## src/rtl/fht_stage_ctrl_if.sv

```systemverilog
// Bus between the FHT stage sequencer and its consumers: the bank RAMs,
// the twiddle ROM, the butterfly block and the host that starts a transform.
interface fht_stage_ctrl_if #(
    parameter int A_BIT   = 8,
    parameter int SEC_BIT = 4,
    parameter int ST_BIT  = 4
);
    logic               start;
    logic               busy;
    logic               done;
    logic [A_BIT-1:0]   rd_addr;
    logic [A_BIT-1:0]   wr_addr;
    logic               we;
    logic [A_BIT-2:0]   w_addr;
    logic               st_zero;
    logic [SEC_BIT-1:0] sector;
    logic               st_last;
    logic               second_part_subsector;
    logic [ST_BIT-1:0]  stage;

    // Sequencer side: drives addresses and strobes, receives start.
    modport master (
        input  start,
        output busy, done, rd_addr, wr_addr, we, w_addr,
               st_zero, sector, st_last, second_part_subsector, stage
    );

    // Host / consumer side.
    modport slave (
        output start,
        input  busy, done, rd_addr, wr_addr, we, w_addr,
               st_zero, sector, st_last, second_part_subsector, stage
    );
endinterface

```

## src/rtl/fht_stage_ctrl.sv

```systemverilog
// Stage sequencer for the radix-2 FHT. Walks NST = A_BIT+2 stages; each stage
// reads every bank address once, then drains LAT cycles so the butterfly
// writes of this stage land before the next stage reads. Control strobes are
// delayed to line up with the read data or the butterfly output register.
module fht_stage_ctrl #(
    parameter int A_BIT   = 8,
    parameter int SEC_BIT = 4,
    parameter int ST_BIT  = 4,
    parameter int LAT     = 5
) (
    input  logic              iCLK,
    input  logic              iRESET,
    fht_stage_ctrl_if.master  bus
);
    localparam int DEPTH  = 1 << A_BIT;
    localparam int NST    = A_BIT + 2;
    localparam int DR_BIT = $clog2(LAT);

    localparam logic [A_BIT-1:0]  RD_LAST     = A_BIT'(DEPTH - 1);
    localparam logic [ST_BIT-1:0] ST_LAST_IDX = ST_BIT'(NST - 1);
    localparam logic [ST_BIT-1:0] M_MAX       = ST_BIT'(A_BIT - 1);
    localparam logic [DR_BIT-1:0] DR_LAST     = DR_BIT'(LAT - 1);

    typedef enum logic [1:0] {IDLE, READ, DRAIN, FIN} state_t;

    state_t             state;
    logic [A_BIT-1:0]   rd_cnt;
    logic [ST_BIT-1:0]  stage;
    logic [DR_BIT-1:0]  drain_cnt;
    logic               busy_q;
    logic               done_q;

    logic               rd_valid;
    logic [SEC_BIT-1:0] sec_raw;
    logic [A_BIT-2:0]   wi;
    logic [ST_BIT-1:0]  m;
    logic [A_BIT-2:0]   w_next;

    logic [LAT-1:0]     we_sr;
    logic [A_BIT-1:0]   wa_sr [LAT];
    logic [LAT-2:0]     last_sr;
    logic [LAT-2:0]     part_sr;
    logic               st_zero_q;
    logic [SEC_BIT-1:0] sector_q;
    logic [A_BIT-2:0]   w_addr_q;

    // Stage/read/drain sequencing with registered busy and done.
    always_ff @(posedge iCLK or negedge iRESET) begin
        if (!iRESET) begin
            state     <= IDLE;
            rd_cnt    <= '0;
            stage     <= '0;
            drain_cnt <= '0;
            busy_q    <= 1'b0;
            done_q    <= 1'b0;
        end else begin
            // NOTE: non-blocking assignments only; later ones in this block override the default below.
            done_q <= 1'b0;
            case (state)
                IDLE: begin
                    if (bus.start) begin
                        state  <= READ;
                        stage  <= '0;
                        rd_cnt <= '0;
                        busy_q <= 1'b1;
                    end
                end
                READ: begin
                    if (rd_cnt == RD_LAST) begin
                        state     <= DRAIN;
                        drain_cnt <= '0;
                    end else begin
                        rd_cnt <= rd_cnt + 1'b1;
                    end
                end
                DRAIN: begin
                    if (drain_cnt == DR_LAST) begin
                        if (stage == ST_LAST_IDX) begin
                            state  <= FIN;
                            done_q <= 1'b1;
                        end else begin
                            stage  <= stage + 1'b1;
                            rd_cnt <= '0;
                            state  <= READ;
                        end
                    end else begin
                        drain_cnt <= drain_cnt + 1'b1;
                    end
                end
                FIN: begin
                    state  <= IDLE;
                    busy_q <= 1'b0;
                end
                default: state <= IDLE;
            endcase
        end
    end

    assign rd_valid = (state == READ);
    assign sec_raw  = rd_cnt[A_BIT-1 -: SEC_BIT];
    assign wi       = rd_cnt[A_BIT-1:1];

    // Twiddle index for the current read: coarser spacing in early stages.
    always_comb begin
        // NOTE: every always_comb output gets a default first so no path infers a latch.
        m = stage;
        if (stage > M_MAX) m = M_MAX;
        w_next = wi << (M_MAX - m);
    end

    // Alignment delay lines: write path (LAT), butterfly strobes (LAT-1), read-data strobes (1).
    always_ff @(posedge iCLK or negedge iRESET) begin
        if (!iRESET) begin
            we_sr     <= '0;
            last_sr   <= '0;
            part_sr   <= '0;
            st_zero_q <= 1'b0;
            sector_q  <= '0;
            w_addr_q  <= '0;
            // NOTE: the address delay line is cleared on reset so no stale write address survives an abort.
            for (int i = 0; i < LAT; i++) wa_sr[i] <= '0;
        end else begin
            we_sr      <= {we_sr[LAT-2:0], rd_valid};
            wa_sr[0]   <= rd_cnt;
            for (int i = 1; i < LAT; i++) wa_sr[i] <= wa_sr[i-1];
            last_sr[0] <= rd_valid && (stage == ST_LAST_IDX);
            part_sr[0] <= rd_valid && rd_cnt[0];
            for (int i = 1; i < LAT - 1; i++) begin
                last_sr[i] <= last_sr[i-1];
                part_sr[i] <= part_sr[i-1];
            end
            st_zero_q  <= rd_valid && (stage == '0);
            sector_q   <= sec_raw;
            w_addr_q   <= w_next;
        end
    end

    assign bus.busy                  = busy_q;
    assign bus.done                  = done_q;
    assign bus.rd_addr               = rd_cnt;
    assign bus.stage                 = stage;
    assign bus.we                    = we_sr[LAT-1];
    assign bus.wr_addr               = wa_sr[LAT-1];
    assign bus.st_last               = last_sr[LAT-2];
    assign bus.second_part_subsector = part_sr[LAT-2];
    assign bus.st_zero               = st_zero_q;
    assign bus.sector                = sector_q;
    assign bus.w_addr                = w_addr_q;
endmodule

```

## src/flat_wrapper.sv

```systemverilog
// flat-port wrapper written by rule: the top's interface ports become plain ports
module fht_stage_ctrl_flat 
#(
    parameter int A_BIT   = 8,
    parameter int SEC_BIT = 4,
    parameter int ST_BIT  = 4,
    parameter int LAT     = 5
)
  (iCLK, iRESET, bus_start, bus_busy, bus_done, bus_rd_addr, bus_wr_addr, bus_we, bus_w_addr, bus_st_zero, bus_sector, bus_st_last, bus_second_part_subsector, bus_stage);
  fht_stage_ctrl_if #(.A_BIT(A_BIT), .SEC_BIT(SEC_BIT), .ST_BIT(ST_BIT)) bus_i ();
  input  logic iCLK;
  input  logic iRESET;
  input wire logic [$bits(bus_i.start)-1:0] bus_start;
  output wire logic [$bits(bus_i.busy)-1:0] bus_busy;
  output wire logic [$bits(bus_i.done)-1:0] bus_done;
  output wire logic [$bits(bus_i.rd_addr)-1:0] bus_rd_addr;
  output wire logic [$bits(bus_i.wr_addr)-1:0] bus_wr_addr;
  output wire logic [$bits(bus_i.we)-1:0] bus_we;
  output wire logic [$bits(bus_i.w_addr)-1:0] bus_w_addr;
  output wire logic [$bits(bus_i.st_zero)-1:0] bus_st_zero;
  output wire logic [$bits(bus_i.sector)-1:0] bus_sector;
  output wire logic [$bits(bus_i.st_last)-1:0] bus_st_last;
  output wire logic [$bits(bus_i.second_part_subsector)-1:0] bus_second_part_subsector;
  output wire logic [$bits(bus_i.stage)-1:0] bus_stage;
  assign bus_i.start = bus_start;
  assign bus_busy = bus_i.busy;
  assign bus_done = bus_i.done;
  assign bus_rd_addr = bus_i.rd_addr;
  assign bus_wr_addr = bus_i.wr_addr;
  assign bus_we = bus_i.we;
  assign bus_w_addr = bus_i.w_addr;
  assign bus_st_zero = bus_i.st_zero;
  assign bus_sector = bus_i.sector;
  assign bus_st_last = bus_i.st_last;
  assign bus_second_part_subsector = bus_i.second_part_subsector;
  assign bus_stage = bus_i.stage;
  fht_stage_ctrl #(.A_BIT(A_BIT), .SEC_BIT(SEC_BIT), .ST_BIT(ST_BIT), .LAT(LAT)) u_core (.iCLK(iCLK), .iRESET(iRESET), .bus(bus_i));
endmodule
```

## config.mk

```make
export PLATFORM = sky130hd
export DESIGN_NAME = fht_stage_ctrl_flat
export DESIGN_NICKNAME = d
export VERILOG_FILES = /design/src/rtl/fht_stage_ctrl_if.sv /design/src/rtl/fht_stage_ctrl.sv /design/src/flat_wrapper.sv
export SDC_FILE = /design/constraint.sdc
export NUM_CORES = 1
export LEC_CHECK = 0
export ABC_AREA = 1
export CORE_ASPECT_RATIO = 1.1
export CORE_MARGIN = 1
export CORE_UTILIZATION = 45
export CTS_CLUSTER_DIAMETER = 50
export DETAILED_ROUTE_END_ITERATION = 8
export PLACE_DENSITY_LB_ADDON = 0.08
export SLEW_MARGIN = 20
export SYNTH_ARGS = -nofsm -noshare
export SYNTH_HDL_FRONTEND = slang
export SYNTH_SLANG_ARGS = --single-unit
```

## constraint.sdc

```tcl
create_clock -name iCLK -period 2.65 [get_ports iCLK]
set_input_delay 0.53 -clock iCLK [delete_from_list [all_inputs] [get_ports iCLK]]
set_output_delay 0.53 -clock iCLK [all_outputs]
set_load 0.1 [all_outputs]
```

==> metrics.md, run 1 <==
| Metric | Value |
|---|---|
| CP required | `2120 ps` |
| H-tree depth | `3` |
| Net Switching | `1480 µW` |
| IO Pins | `40` |
| Crit path launch | `u_core.bus.stage[3]$_DFFE_PN0P_` |
| Critical path type | `flop to output port` |
| Grt ovf | `0` |
| Starting Density | `0.470` |
| Syn Inst Count | `293` |
| Total global routing track utilization | `0.156` |
| Share of cells above drive strength 1 | `0.231` |
| Via/cell ratio | `4.74` |
| Final HPWL from detailed placement | `3.34 mm` |
| Critical path cell sequence | `buf_4` |
| Crit. End Element | `output port` |
| Area of the mapped netlist | `3110 µm²` |
| Sw Share | `0.412` |
| Status | `completed` |
| Synth area leaders | `dfrtp_1 (64%), nand2_1 (9.5%), ha_1 (4.0%)` |
| Worst skew pair latency | `340 ps` |
| Slowest CP cell | `dfrtp_1` |
| RSZ-0062 raised after global routing | `false` |
| Worst-path fanout max | `8` |
| Fin crit share | `0.716` |
| Seq/Total Area, Yosys | `0.643` |
| R2R Path End | `u_core.bus.rd_addr[3]$_DFFE_PN0P_` |
| P&R area growth vs syn | `15.8%` |
| Final nets | `342` |
| Combinational group share of total power | `0.340` |
| CP bufs+invs | `1` |
| Most frequent cells in the layout | `dfrtp_1 (80), nand2_1 (79), buf_4 (38)` |
| #FFs+latches synth | `80` |
| CTS buffer count | `9` |
| Post-CTS setup buffers | `0` |
| Seq pwr share | `0.420` |
| Synth warn | `0` |
| Via Count | `1970` |
| Stages on the worst setup path | `1` |
| Reg area | `2000 µm²` |
| Post-Route WL | `4.89 mm` |
| Die height | `89.3 µm` |
| Tightest Hold Check Type | `input port to async pin` |
| # clock sinks | `80` |
| Most common cell after layout, fill and taps aside | `dfrtp_1` |
| Cts repair resizes | `0` |
| Setup crit end | `bus_stage[3]` |
| CP max stage delay | `640 ps` |
| Gpl congestion | `0.822` |
| ANT nets after route | `0` |
| Core box area | `6630 µm²` |
| Worst-Margin Slew | `582 ps` |
| Peak supply drop | `657 µV` |
| Tmin final | `1900 ps` |
| Vias in the first global route | `1844` |
| Initial antenna violation count | `0` |
| Drc violations | `0` |
| Lkg Pwr | `0.00193 µW` |
| Avg WL per Cell | `11.8 µm` |
| Area leader, netlist | `dfrtp_1` |
| Critical Path Start Type | `flop` |
| Clock transition at path regs | `80 ps` |
| Synthesized net count | `306` |
| Fillers | `587` |
| Multi-input gate area | `887 µm²` |
| Clk buf depth | `2` |
| Tot Pwr | `3590 µW` |
| Largest net degree at the start of global routing | `48` |
| Skew final | `7.04 ps` |
| Cell internal pwr | `2110 µW` |
| Top-area cell type share of the netlist area | `0.643` |
| Max Fclk | `0.527 GHz` |
| Die ar. | `7260 µm²` |
| Final Hold Vio Count | `0` |
| CP top delay family | `flip-flops` |
| Max-cap viol count | `0` |
| Power Density | `994 nW/µm²` |
| ANT cells | `0` |
| Final setup fails | `0` |
| Drt first pass iters | `4` |
| Initial DRC Count | `90` |
| Reg2reg setup slack | `940 ps` |
| Fin. max-slew vios | `0` |
| CTS tree | `yes` |
| Number of buffers added on ports | `39` |
| Fin Setup TNS | `0 ps` |
| Clock power frac | `0.241` |
| Clk root buf | `clkbuf_8` |
| Final Non-Filler Cells | `416` |
| Cell row count | `31` |
| Reg2Reg Depth | `8` |
| Design area | `3610 µm²` |
| CP Data Arrival Time | `1370 ps` |
| Placed cell count | `400` |
| Placed instance area | `3410 µm²` |
| Netlist cell types | `22` |
| # hold bufs at CTS | `0` |
| Max-Slew Margin vs Limit | `0.612` |
| Average cell area after synthesis | `10.6 µm²` |
| First-pass GRT wire length | `8.29 mm` |
| Launch point of the worst reg-to-reg path | `u_core.state[0]$_DFFE_PN0P_` |
| Die W | `81.3 µm` |
-- worst min path at each step --
| stage | startpoint | endpoint | slack (ps) | cells past startpoint |
|---|---|---|---|---|
| floorplan | iRESET | u_core.bus.busy$_DFFE_PN0P_ | 230 | 0 |
| global placement | u_core.wa_sr[32]$_DFF_PN0_ | u_core.wa_sr[24]$_DFF_PN0_ | 330 | 0 |
| detailed placement | u_core.last_sr[2]$_DFF_PN0_ | u_core.last_sr[3]$_DFF_PN0_ | 330 | 0 |
| CTS | iRESET | u_core.we_sr[4]$_DFF_PN0_ | 200 | 1 |
| global route | iRESET | u_core.we_sr[4]$_DFF_PN0_ | 230 | 1 |
| finish | iRESET | u_core.we_sr[4]$_DFF_PN0_ | 180 | 1 |
-- area by class of cell --
class | instances | area share
clock buffer | 10 | 0.0354
clock inverter | 6 | 0.0187
inverter | 28 | 0.0291
multi-input combinational | 170 | 0.246
sequential | 80 | 0.555
tap | 82 | 0.0284
timing repair buffer | 40 | 0.0874
-- through the flow --
step / setup slack, ps / utilization / hold WS [ps]
after floorplan: 570 / - / 234
after global placement: 859 / 0.514 / 332
after detailed placement: 827 / 0.514 / 335
final: 752 / 0.544 / 179
after CTS: 727 / 0.544 / 195
after global routing: 707 / 0.544 / 226
-- synth_stat cells --
master	number
nand4_2	1
buf_6	2
inv_2	5
nand2_2	6
nor2_4	4
ha_1	10
nand3_2	3
o21ai_1	7
xor2_1	1
nand3_1	20
nor2_2	1
a21oi_1	4
nor3b_1	2
nor2_8	1
nand2_1	79
or2_2	2
nor2_1	20
o21ai_0	8
dfrtp_1	80
o211ai_1	1
buf_4	13
inv_1	23
-- registers in the layout, summed over array words and instances, names as in the netlist --
| signal | count |
|---|---|
| u_core.bus.wr_addr | 8 |
| u_core.bus.sector | 1 |
| u_core.wa_sr | 31 |
| u_core.bus.done | 1 |
| u_core.bus.rd_addr | 8 |
| u_core.drain_cnt | 3 |
| u_core.state | 2 |
| u_core.bus.busy | 1 |
| u_core.bus.stage | 4 |
| u_core.we_sr | 5 |
| u_core.part_sr | 4 |
| u_core.bus.w_addr | 7 |
| u_core.bus.st_zero | 1 |
| u_core.last_sr | 4 |
-- worst register-to-register path: stages (launching register included) --
cell and delay [ps]:
dfrtp_1 430, inv_1 110, ha_1 430, nor2_1 180, nand2_2 110, nand2_2 70
nor2_4 180, nand2_1 80, nand2_1 60
-- layer usage --
| metal | global-route usage | part of all wire | vias up |
|---|---|---|---|
| li1 | - | - | 970 |
| met1 | 0.187 | 0.45 | 947 |
| met2 | 0.255 | 0.49 | 41 |
| met3 | 0.0408 | 0.041 | 12 |
| met4 | 0.0893 | 0.023 | 0 |
| met5 | 0 | 0 | - |
-- cells by family (layout without fill, tap and decap cells) --
| logic type | Yosys count | after routing | share of synthesized area |
|---|---|---|---|
| buffers and inverters | 43 | 84 | 0.0723 |
| flip-flops | 80 | 80 | 0.643 |
| XOR/XNOR | 1 | 1 | 0.00281 |
| adder cells (fa/ha/maj) | 10 | 10 | 0.0402 |
| AO/OA/AOI/OAI | 20 | 20 | 0.0329 |
| AND/OR/NAND/NOR | 139 | 139 | 0.209 |
-- power groups by stage --
stage | Clock (µW) | Combinational [µW] | Sequential, µW
detailed placement | 0 | 1230 | 1530
global route | 949 | 1330 | 1530
CTS | 895 | 1230 | 1510
global placement | 0 | 1220 | 1530
floorplan | 0 | 617 | 1870
finish | 863 | 1220 | 1500
Power figures use the tool's default switching activity.
==> run 2: changes to the inputs <==
clock period = 1.9 ns   (was 2.65 ns; I/O delays follow)
==> metrics.md, run 2 (same netlist as run 1, synthesis figures left out) <==
| Metric | Value |
|---|---|
| Biggest register | `u_core.wa_sr` |
| Clk root buf | `clkbuf_8` |
| Peak supply drop | `1030 µV (+57%)` |
| H-tree depth | `3 (unchanged)` |
| Worst-Margin Slew | `555 ps (-26.5 ps)` |
| Design area | `3890 µm² (+7.9%)` |
| Critical Path Start Type | `flop` |
| Die ar. | `7260 µm² (unchanged)` |
| Status | `completed` |
| Post-Place Setup Slack | `228 ps (-599 ps)` |
| Gpl congestion | `0.833 (+1.3%)` |
| CP Data Arrival Time | `1300 ps (-70 ps)` |
| Post-CTS setup buffers | `0 (unchanged)` |
| Initial antenna violation count | `0 (unchanged)` |
| Fin Setup TNS | `0 ps (unchanged)` |
| Max FFs per register | `31 (unchanged)` |
| CP required | `1520 ps (-600 ps)` |
| RSZ-0062 raised after global routing | `false` |
| Final HPWL from detailed placement | `3.51 mm (+4.9%)` |
| Core box area | `6630 µm² (unchanged)` |
| Final nets | `348 (+1.8%)` |
| Post-Route WL | `5.10 mm (+4.3%)` |
| Max Fclk | `0.594 GHz` |
| Final Hold Vio Count | `0 (unchanged)` |
| Final core utilization | `0.587 (+0.0430)` |
| ANT cells | `0 (unchanged)` |
| Lkg Pwr | `0.00201 µW (+4.6%)` |
| Met2 Use GR | `0.245 (-0.00909)` |
| CP max stage delay | `700 ps (+60 ps)` |
| Tightest Hold Check Type | `flop to flop` |
| Share of cells above drive strength 1 | `0.256 (+0.0253)` |
| Worst skew pair latency | `350 ps (about the same)` |
| Fillers | `571 (-2.7%)` |
| Total global routing track utilization | `0.164 (+0.00809)` |
| Fin crit share | `0.886` |
| GRT met1 Usage | `0.211 (+0.0244)` |
| Via/cell ratio | `4.68 (-1.2%)` |
| Crit. End Element | `output port` |
| Critical path cell sequence | `buf_12` |
| P&R area growth vs syn | `25.0%` |
| Initial DRC Count | `75 (-17%)` |
| CP bufs+invs | `1 (unchanged)` |
| Max-Slew Margin vs Limit | `0.630 (+0.0176)` |
| Drt first pass iters | `4 (unchanged)` |
| Min Hold Slack | `348 ps (+169 ps)` |
| IO Pins | `40 (unchanged)` |
| Most frequent cells in the layout | `nand2_1 (79), dfrtp_1 (76), buf_4 (26)` |
| Reg area | `2010 µm² (+0.25%)` |
| Skew final | `7.37 ps (+0.334 ps)` |
| Setup WS post-layout | `217 ps (-535 ps)` |
| Starting Density | `0.470 (unchanged)` |
| Final setup fails | `0 (unchanged)` |
| Die W | `81.3 µm (unchanged)` |
| Fin. max-slew vios | `0 (unchanged)` |
| CTS tree | `yes` |
| GR peak layer | `met2` |
| Die height | `89.3 µm (unchanged)` |
| Vias in the first global route | `1857 (+0.70%)` |
| Drc violations | `0 (unchanged)` |
| Cell row count | `31 (unchanged)` |
| Slowest CP cell | `dfrtp_1` |
| Placed instance area | `3670 µm² (+7.5%)` |
| Clock transition at path regs | `80 ps (about the same)` |
| First-pass GRT wire length | `8.67 mm (+4.6%)` |
| Critical path type | `flop to output port` |
| CP top delay family | `flip-flops` |
| # clock sinks | `80 (unchanged)` |
| Number of buffers added on ports | `39 (unchanged)` |
| Grt ovf | `0 (unchanged)` |
| ANT nets after route | `0 (unchanged)` |
| Tmin final | `1680 ps` |
| Clk buf depth | `2 (unchanged)` |
| Reg2reg setup slack | `260 ps (-680 ps)` |
| Multi-input gate area | `887 µm² (unchanged)` |
| Most common cell after layout, fill and taps aside | `nand2_1` |
| Avg WL per Cell | `12.1 µm (+2.8%)` |
| Largest net degree at the start of global routing | `35 (-27%)` |
| Max-cap viol count | `0 (unchanged)` |
| Power Density | `1350 nW/µm² (+36%)` |
| Worst-path fanout max | `8 (unchanged)` |
| CTS buffer count | `9 (unchanged)` |
| Via Count | `1975 (+0.25%)` |
| M3 GR Usage | `0.0398 (-0.00102)` |
==> run 2: metrics by stage <==
| stage | power, µW | instances |
|---|---|---|
| after floorplan | 3480 | 293 |
| after global placement | 3990 | 405 |
| after detailed placement | 4010 | 405 |
| after CTS | 5330 | 422 |
| after global routing | 5580 | 422 |
| final | 5260 | 422 |
==> run 2: layout make-up <==
type                    instances  share of cell area
inverters                      28              0.0270
well taps                      82              0.0264
multi-input cells             170               0.228
clock buffers                  11              0.0389
repair buffers                 46               0.148
clock inverters                 5              0.0164
flip-flops and latches         80               0.516
==> run 2: path summary, 6_finish.rpt <==
kind                                                endpoint  cells past startpoint                       startpoint
min in group asynchronous          u_core.we_sr[4]$_DFF_PN0_                      2                           iRESET
setup / recovery                                bus_stage[3]                      1  u_core.bus.stage[3]$_DFFE_PN0P_
setup reg to reg           u_core.bus.rd_addr[6]$_DFFE_PN0P_                      8      u_core.state[0]$_DFFE_PN0P_
hold reg to reg                    u_core.we_sr[2]$_DFF_PN0_                      0        u_core.we_sr[1]$_DFF_PN0_
hold / removal                     u_core.we_sr[2]$_DFF_PN0_                      0        u_core.we_sr[1]$_DFF_PN0_
max in group asynchronous         u_core.wa_sr[38]$_DFF_PN0_                      3                           iRESET
==> run 2: power by group <==
part / internal (µW) / switching [µW]
clock: 687 / 610
combinational: 533 / 1310
sequential: 1940 / 187
==> run 2: repair_timing <==
action | in CTS | in global routing
endpoints found under the hold margin | 32 | 0
setup endpoints to repair | 0 | 0
gates resized for setup | 0 | 0
hold buffers | 1 | 0
==> run 2: layer usage <==
layer | share of wire | routed length (µm)
met3 | 0.044 | 222
met5 | 0 | 0
met2 | 0.47 | 2400
met1 | 0.46 | 2340
met4 | 0.027 | 140
